### src/rtl/branch_redirect_unit.sv
// branch_redirect_unit
//   Consumes the two-way predictor outputs in D, computes predicted branch
//   targets and issues fetch redirects. A slot-2 taken prediction is held
//   until its delay slot has been fetched. In E it checks predictions,
//   raises a mispredict flush with the recovery PC and keeps saturating
//   branch/mispredict counters.
//
// Ports
//   clk, rst (async, active-low)
//   D side : stall_masterD, flush_masterD, PcD, instr1D, instr2D,
//            branch1D/2D, pred_take1D/2D, ds_fetchedF
//   E side : branch1E/2E, pred_take1E/2E, actual_take1E/2E, PcE,
//            target1E, target2E
//   Outputs: pred_redirect/pred_target (1-cycle pulse), mispredE/recover_pc
//            (1-cycle pulse), branch_cnt, mispred_cnt, state_dbg (1 = WAIT_DS)
//
// Handshake: pred_redirect and mispredE are single-cycle strobes with no
// back-pressure; their data (pred_target, recover_pc) is valid in the same
// cycle as the strobe. D inputs are taken only when the D stage is neither
// stalled nor flushed and no slot-2 redirect is already being held.
module branch_redirect_unit #(
  parameter int CNT_W = 32
) (
  input  logic             clk,
  input  logic             rst,
  input  logic             stall_masterD,
  input  logic             flush_masterD,
  input  logic [31:0]      PcD,
  input  logic [31:0]      instr1D,
  input  logic [31:0]      instr2D,
  input  logic             branch1D,
  input  logic             branch2D,
  input  logic             pred_take1D,
  input  logic             pred_take2D,
  input  logic             ds_fetchedF,
  input  logic             branch1E,
  input  logic             branch2E,
  input  logic             pred_take1E,
  input  logic             pred_take2E,
  input  logic             actual_take1E,
  input  logic             actual_take2E,
  input  logic [31:0]      PcE,
  input  logic [31:0]      target1E,
  input  logic [31:0]      target2E,
  output logic             pred_redirect,
  output logic [31:0]      pred_target,
  output logic             mispredE,
  output logic [31:0]      recover_pc,
  output logic [CNT_W-1:0] branch_cnt,
  output logic [CNT_W-1:0] mispred_cnt,
  output logic             state_dbg
);

  typedef enum logic {
    IDLE    = 1'b0,
    WAIT_DS = 1'b1
  } state_t;

  state_t      state;
  logic [31:0] held_target;

  logic        accept_d;
  logic [31:0] tgt1;
  logic [31:0] tgt2;
  logic        mis1;
  logic        mis2;
  logic        mis_any;
  logic [31:0] rec_pc;
  logic [CNT_W:0] bsum;

  assign state_dbg = (state == WAIT_DS);

  assign accept_d = ~stall_masterD & ~flush_masterD & (state == IDLE);

  // Branch offset is imm16 sign-extended and scaled to words, relative to
  // the address of the delay slot (branch PC + 4). Wrap-around is natural.
  assign tgt1 = PcD + 32'd4 + {{14{instr1D[15]}}, instr1D[15:0], 2'b00};
  assign tgt2 = PcD + 32'd8 + {{14{instr2D[15]}}, instr2D[15:0], 2'b00};

  // Slot 1 is older, so its mispredict masks slot 2.
  assign mis1    = branch1E & (pred_take1E ^ actual_take1E);
  assign mis2    = branch2E & (pred_take2E ^ actual_take2E) & ~mis1;
  assign mis_any = mis1 | mis2;

  // Not-taken recovery skips the branch and its delay slot.
  always_comb begin
    rec_pc = 32'd0;
    if (mis1) rec_pc = actual_take1E ? target1E : (PcE + 32'd8);
    else if (mis2) rec_pc = actual_take2E ? target2E : (PcE + 32'd12);
  end

  // One extra bit catches overflow for the saturating add of 0..2.
  assign bsum = {1'b0, branch_cnt} + (CNT_W+1)'(branch1E) + (CNT_W+1)'(branch2E);

  always_ff @(posedge clk or negedge rst) begin
    if (!rst) begin
      state         <= IDLE;
      held_target   <= 32'd0;
      pred_redirect <= 1'b0;
      pred_target   <= 32'd0;
      mispredE      <= 1'b0;
      recover_pc    <= 32'd0;
      branch_cnt    <= '0;
      mispred_cnt   <= '0;
    end else begin
      pred_redirect <= 1'b0;
      mispredE      <= mis_any;

      if (mis_any) begin
        // The D group is younger than the mispredicted branch: drop any
        // pending slot-2 redirect and any redirect that would issue now.
        recover_pc <= rec_pc;
        state      <= IDLE;
      end else begin
        case (state)
          IDLE: begin
            if (accept_d) begin
              if (branch1D && pred_take1D) begin
                // Slot 2 is the delay slot and already fetched.
                pred_redirect <= 1'b1;
                pred_target   <= tgt1;
              end else if (branch2D && pred_take2D) begin
                held_target <= tgt2;
                if (ds_fetchedF) begin
                  pred_redirect <= 1'b1;
                  pred_target   <= tgt2;
                end else begin
                  state <= WAIT_DS;
                end
              end
            end
          end
          WAIT_DS: begin
            if (ds_fetchedF) begin
              state         <= IDLE;
              pred_redirect <= 1'b1;
              pred_target   <= held_target;
            end
          end
          default: state <= IDLE;
        endcase
      end

      if (bsum[CNT_W]) branch_cnt <= '1;
      else             branch_cnt <= bsum[CNT_W-1:0];

      if (mis_any && (mispred_cnt != '1)) mispred_cnt <= mispred_cnt + 1'b1;
    end
  end

endmodule

### config.mk
export PLATFORM = sky130hd
export DESIGN_NAME = branch_redirect_unit
export DESIGN_NICKNAME = d
export VERILOG_FILES = /design/src/rtl/branch_redirect_unit.sv
export SDC_FILE = /design/constraint.sdc
export NUM_CORES = 1
export LEC_CHECK = 0
export ABC_CLOCK_PERIOD_IN_PS = 2400
export BUFFER_PORTS_ARGS = -buffer_cell sky130_fd_sc_hd__buf_2
export CAP_MARGIN = 40
export CORE_MARGIN = 10
export CORE_UTILIZATION = 40
export DETAILED_ROUTE_END_ITERATION = 7
export HOLD_SLACK_MARGIN = 0.06
export PLACE_DENSITY = 0.67
export SYNTH_ARGS = -nofsm -noshare
export SYNTH_HDL_FRONTEND = slang
export SYNTH_SLANG_ARGS = --single-unit
### constraint.sdc
create_clock -name clk -period 2.4 [get_ports clk]
set_input_delay 0.12 -clock clk [delete_from_list [all_inputs] [get_ports clk]]
set_output_delay 0.12 -clock clk [all_outputs]
set_load 0.02 [all_outputs]
# == Word-level counts from Yosys, hierarchy flattened ==
# Index checks and enable logic that the tools add are counted.
# word_totals
mem_bits_ro,0
latch_bits,0
mem_bits_rw,0
ff_bits,163
word_cells,64
input_bits,207
memories,0
# op_classes
order_cmp,0
n_bitwise,14
n_reduce_logical,5
n_mux,23
mul,0
n_eq_ne,5
add_sub_neg,9
shifts,0
div,0
# ops
cell,count
32-bit 2-to-1 mux,10
32-bit by 4-bit adder with 32-bit output (second input constant),3
32-bit adder,2
32-bit case mux with 2 select lines,1
32-bit by 1-bit adder with 33-bit output,1
33-bit by 1-bit adder with 33-bit output,1
32-bit by 1-bit adder with 32-bit output (second input constant),1
32-bit by 3-bit adder with 32-bit output (second input constant),1
32-bit != test (second input constant),1
1-bit 2-to-1 mux,10
5-bit AND reduction,2
1-bit NOT,6
1-bit bitwise AND,5
2-bit != test (second input constant),2
1-bit case mux with 2 select lines,2
1-bit logical AND,3
3-bit by 1-bit != test with 1-bit output (second input constant),1
3-bit by 2-bit != test with 1-bit output (second input constant),1
1-bit XOR,2
1-bit OR,1

# == Depth between registers and ports, before layout ==
# depth
ltp_word,7
mapped_depth,14
mapped_depth_nobuf,14

# == Least setup slack after synthesis ==
# OpenSTA, ideal clock, no wires.
# synth_path
kind,input to register
startpoint,input PcD[3]
endpoint,register pred_target[13]
arrival_ns,2.583
setup_time_ns,0.127
n_path_buf,0
path_stages,12
path_slack_ns,-0.310
required_ns,2.273
path_cell_list,ha_1 ha_1 fa_1 a21o_1 a41oi_1 nand2_1 a21o_1 a21o_1 a21o_1 a211o_1 a221oi_2 a21oi_1
# synth_via
elab_chain_len,7
word_cells_on_any_way,9
# synth_rtl
element,line,source
"start, declared",28,"input logic [31:0] PcD,"
32-bit by 4-bit adder with 32-bit output,78,"assign tgt2 = PcD + 32'd8 + {{14{instr2D[15]}}, instr2D[15:0], 2'b00};"
32-bit adder,78,
32-bit 2-to-1 mux,124,if (ds_fetchedF) begin
32-bit 2-to-1 mux,122,end else if (branch2D && pred_take2D) begin
32-bit 2-to-1 mux *,118,if (branch1D && pred_take1D) begin
32-bit 2-to-1 mux *,117,if (accept_d) begin
32-bit case mux with 2 select lines *,115,case (state)
"end signal, assigned",121,pred_target <= tgt1;
"end signal, assigned",126,pred_target <= tgt2;
"end signal, assigned",137,pred_target <= held_target;
"end, declared",46,"output logic [31:0] pred_target,"
# Every way passes the cells marked *; elsewhere a longest branch is shown, timed or not. The select of a mux whose other input is x is not followed.
# A chain may end at the register's enable or synchronous reset.

# == Worst setup path in the final report ==
# layout_path
startpoint,input instr1D[1]
endpoint,register pred_target[27]
# layout_via
elab_chain_len,4
# layout_rtl
element,line,source
"start, declared",29,"input logic [31:0] instr1D,"
32-bit adder,77,"assign tgt1 = PcD + 32'd4 + {{14{instr1D[15]}}, instr1D[15:0], 2'b00};"
32-bit 2-to-1 mux,118,
32-bit 2-to-1 mux,117,
32-bit case mux with 2 select lines,115,
# No other way between the ends. The select of a mux whose other input is x is not followed.

==> flow_summary.ini <==
[run_status]
status = finished, final reports clean

[logic_synthesis]
ys.flop_type = dfrtp_1
avgSynthCellArea_um2 = 8.395
synth.largest_area_cell = dfrtp_1
syn-cell-area_um2 = 12810
async_reset_ff_share_pct = 100.0
yosys_warnings = 0
synth_top_area_share_pct = 31.84
seq_area_frac_synth_pct = 31.84
ys_ff_latch = 163
synth_edf_count = 0
synth_top_cells_by_area = dfrtp_1 32%, ha_1 12%, nand2_1 8.1%
ys_types = 84
syn_nets = 1855
synth_most_common_cell = nand2_1
syn_inst = 1526
synthTopCellsByCount = 277 x nand2_1, 163 x dfrtp_1, 130 x a21oi_1

[min_path]
min_path_type = input port to flop

[grt]
grt_pass1_vias = 13345
grtUsageTotal_pct = 22.12
antenna_found_initial = 14
grt_max_degree = 65
overflow = 0
grt_pass1_wl_um = 70450

[sta]
clock.fmax_mhz = 417.8
report.final.slew_viol_count = 0
setup_ws_ns = 0.006677
hold_violations = 0
setup_viol = 0
worst_hold_slack_ns = 0.08464
relSlewSlack_pct = 56.76
worstMarginPinSlew_ns = 0.6485
rsz0062_at_grt = yes
skew_ns = 0.01330
min_period_ns = 2.393
fin_crit_sh_pct = 99.72

[pwr]
peakVddDrop_uv = 491.0
powerDensity_nw_per_um2 = 632.5
p_leak_nw = 9.027

[worst_setup_path]
cp_slowest_cell = fa_2
cp_common_cell = ha_4
cp_cell_sequence = buf_8 > ha_4 > ha_4 > fa_2 > a21o_1 > a41oi_2 > nand4bb_1 > and3_4 > o2111ai_4 > or2_1 > o311ai_2 > xnor2_1 > a31oi_1
cp_slowest_stage_delay_ns = 0.35
cp-end-kind = flop
worstPathRequired_ns = 2.73
setup.worst_path.start_class = input port
cp_max_fo = 4
rrSetupSlack_ns = 0.14
critPathKind = input port to flop
arrival_ns = 2.73

[cts]
clk_latency_ns = 0.46
cts_buffer_depth = 2
cts_tree = yes
cts_buffers = 17
cts-root-buf = clkbuf_16
cts.sinks = 163
clkTransAtPathRegs_ns = 0.08
htreeDepth = 4

[place]
gp_congestion = 0.9400
portBuffers = 305
placed_area_um2 = 16200
hpwl_um = 34570
pre_cts_slack_ns = -0.5015

[final_layout]
nNetsFinal = 2376
final_util_pct = 57.23
synthToLayoutAreaGrowth_pct = 40.97
fill_cells = 2842
fin_area_um2 = 18060
drive_gt1_share_pct = 32.77

[floorplanning]
coreArea_um2 = 31560
io_pins = 338
fp.dieW_um = 199.0
row_count = 65
dieHeight_um = 199.0
initial_core_util_pct = 40.60
die-area_um2 = 39590

[detailed_routing]
drc = 0
drt_wl_total_um = 45040
vias = 13210
first_iter_violations = 828
antenna_left = 0
first_pass_iters = 5
wl_per_cell_um = 18.24
via_per_inst = 5.348

[job]
max_cap_viol_count = 0
-- power breakdown --
part | switching [mW] | internal (mW)
logic | 2.68 | 2.08
clock network | 1.45 | 1.44
registers | 0.424 | 3.36
-- kinds of logic (layout without fill, tap and decap cells) --
kind of cell	after synthesis	after routing	synth area share (%)
muxes	41	41	3.233
other	0	8	0
and+or+nand+nor	557	557	20.02
xor gates and xnor gates	157	157	10.73
adders and majority gates	122	122	12.09
buffers and inverters	96	630	2.949
AOI/OAI and AO/OA	390	390	19.13
DFF	163	163	31.84
-- per-stage QoR --
step,setup TNS [ns],instances,power [mW]
final,0,2470,11.42
after global routing,-0.3986,2470,12.17
after CTS,0,2446,11.24
after detailed placement,-11.76,2365,8.225
after global placement,-9.991,2365,8.128
after floorplan,-0.1971,1526,6.334
-- timing repair --
action | in CTS | in global routing
endpoints found under the setup margin | 8 | 58
cloned | 0 | 2
pin swaps | 2 | 49
endpoints found under the hold margin | 99 | 0
buffers inserted | 0 | 16
hold buffers | 49 | 0
gates resized for setup | 1 | 95
-- sequential cells by signal, summed over array words and instances (netlist names) --
signal,cells
mispredE,1
pred_target,32
recover_pc,32
state_dbg,1
pred_redirect,1
held_target,32
mispred_cnt,32
branch_cnt,32
-- worst max-delay path: cells and delay by family --
family,cells,cell delay (ns)
simple gates,3,0.57
compound gates,5,0.91
fa+ha+maj,3,0.76
xor+xnor,1,0.25
buf+inv,1,0.10
-- final cells by class --
class	count	area (um2)	area share (%)
clock buffers	17	425.4	2.356
inverters	31	128.9	0.7136
repair buffers	567	3725	20.62
well taps	402	503.0	2.785
diodes	8	20.02	0.1108
clock inverters	15	196.4	1.088
multi-input cells	1267	8980	49.72
flip-flops and latches	163	4081	22.60
-- layer usage --
metal  GRT usage, %  wire length [um]
met5              0                68
met4          8.957              1325
met3          5.373              3165
met2          36.85             21710
met1          26.82             18780
-- worst paths after layout --
path,cells past startpoint,end,from
worst max register to register,8,mispred_cnt[10]$_DFFE_PN0P_,mispred_cnt[24]$_DFFE_PN0P_
worst max-delay path,13,pred_target[27]$_DFFE_PN0P_,instr1D[1]
min in group asynchronous,2,branch_cnt[27]$_DFF_PN0_,rst
worst min register to register,2,held_target[17]$_DFFE_PN0P_,held_target[17]$_DFFE_PN0P_
worst min-delay path,5,recover_pc[4]$_DFFE_PN0N_,target2E[4]
max in group asynchronous,3,held_target[25]$_DFFE_PN0P_,rst
-- placed cells by master (no fill, tap or decap), types with 6 or more instances in the layout --
cell type / count
or3_1: 10
diode_2: 8
o21bai_1: 7
nor2b_1: 10
nor2_2: 7
a31oi_1: 13
o211ai_1: 7
o21ai_1: 14
ha_1: 91
inv_2: 8
buf_4: 206
inv_8: 6
a21oi_1: 124
clkbuf_16: 19
nand4_1: 24
dfrtp_1: 161
xnor2_1: 82
mux2i_1: 38
inv_1: 21
and4_1: 9
nand2_2: 6
nand2_1: 273
a211oi_1: 23
nor3_1: 20
nand3_1: 38
dlygate4sd3_1: 49
buf_2: 301
o21ai_0: 100
nor2_1: 90
xor2_1: 74
a21o_1: 29
a21oi_2: 10
ha_4: 27
and3_1: 25
Power figures use the tool's default switching activity.
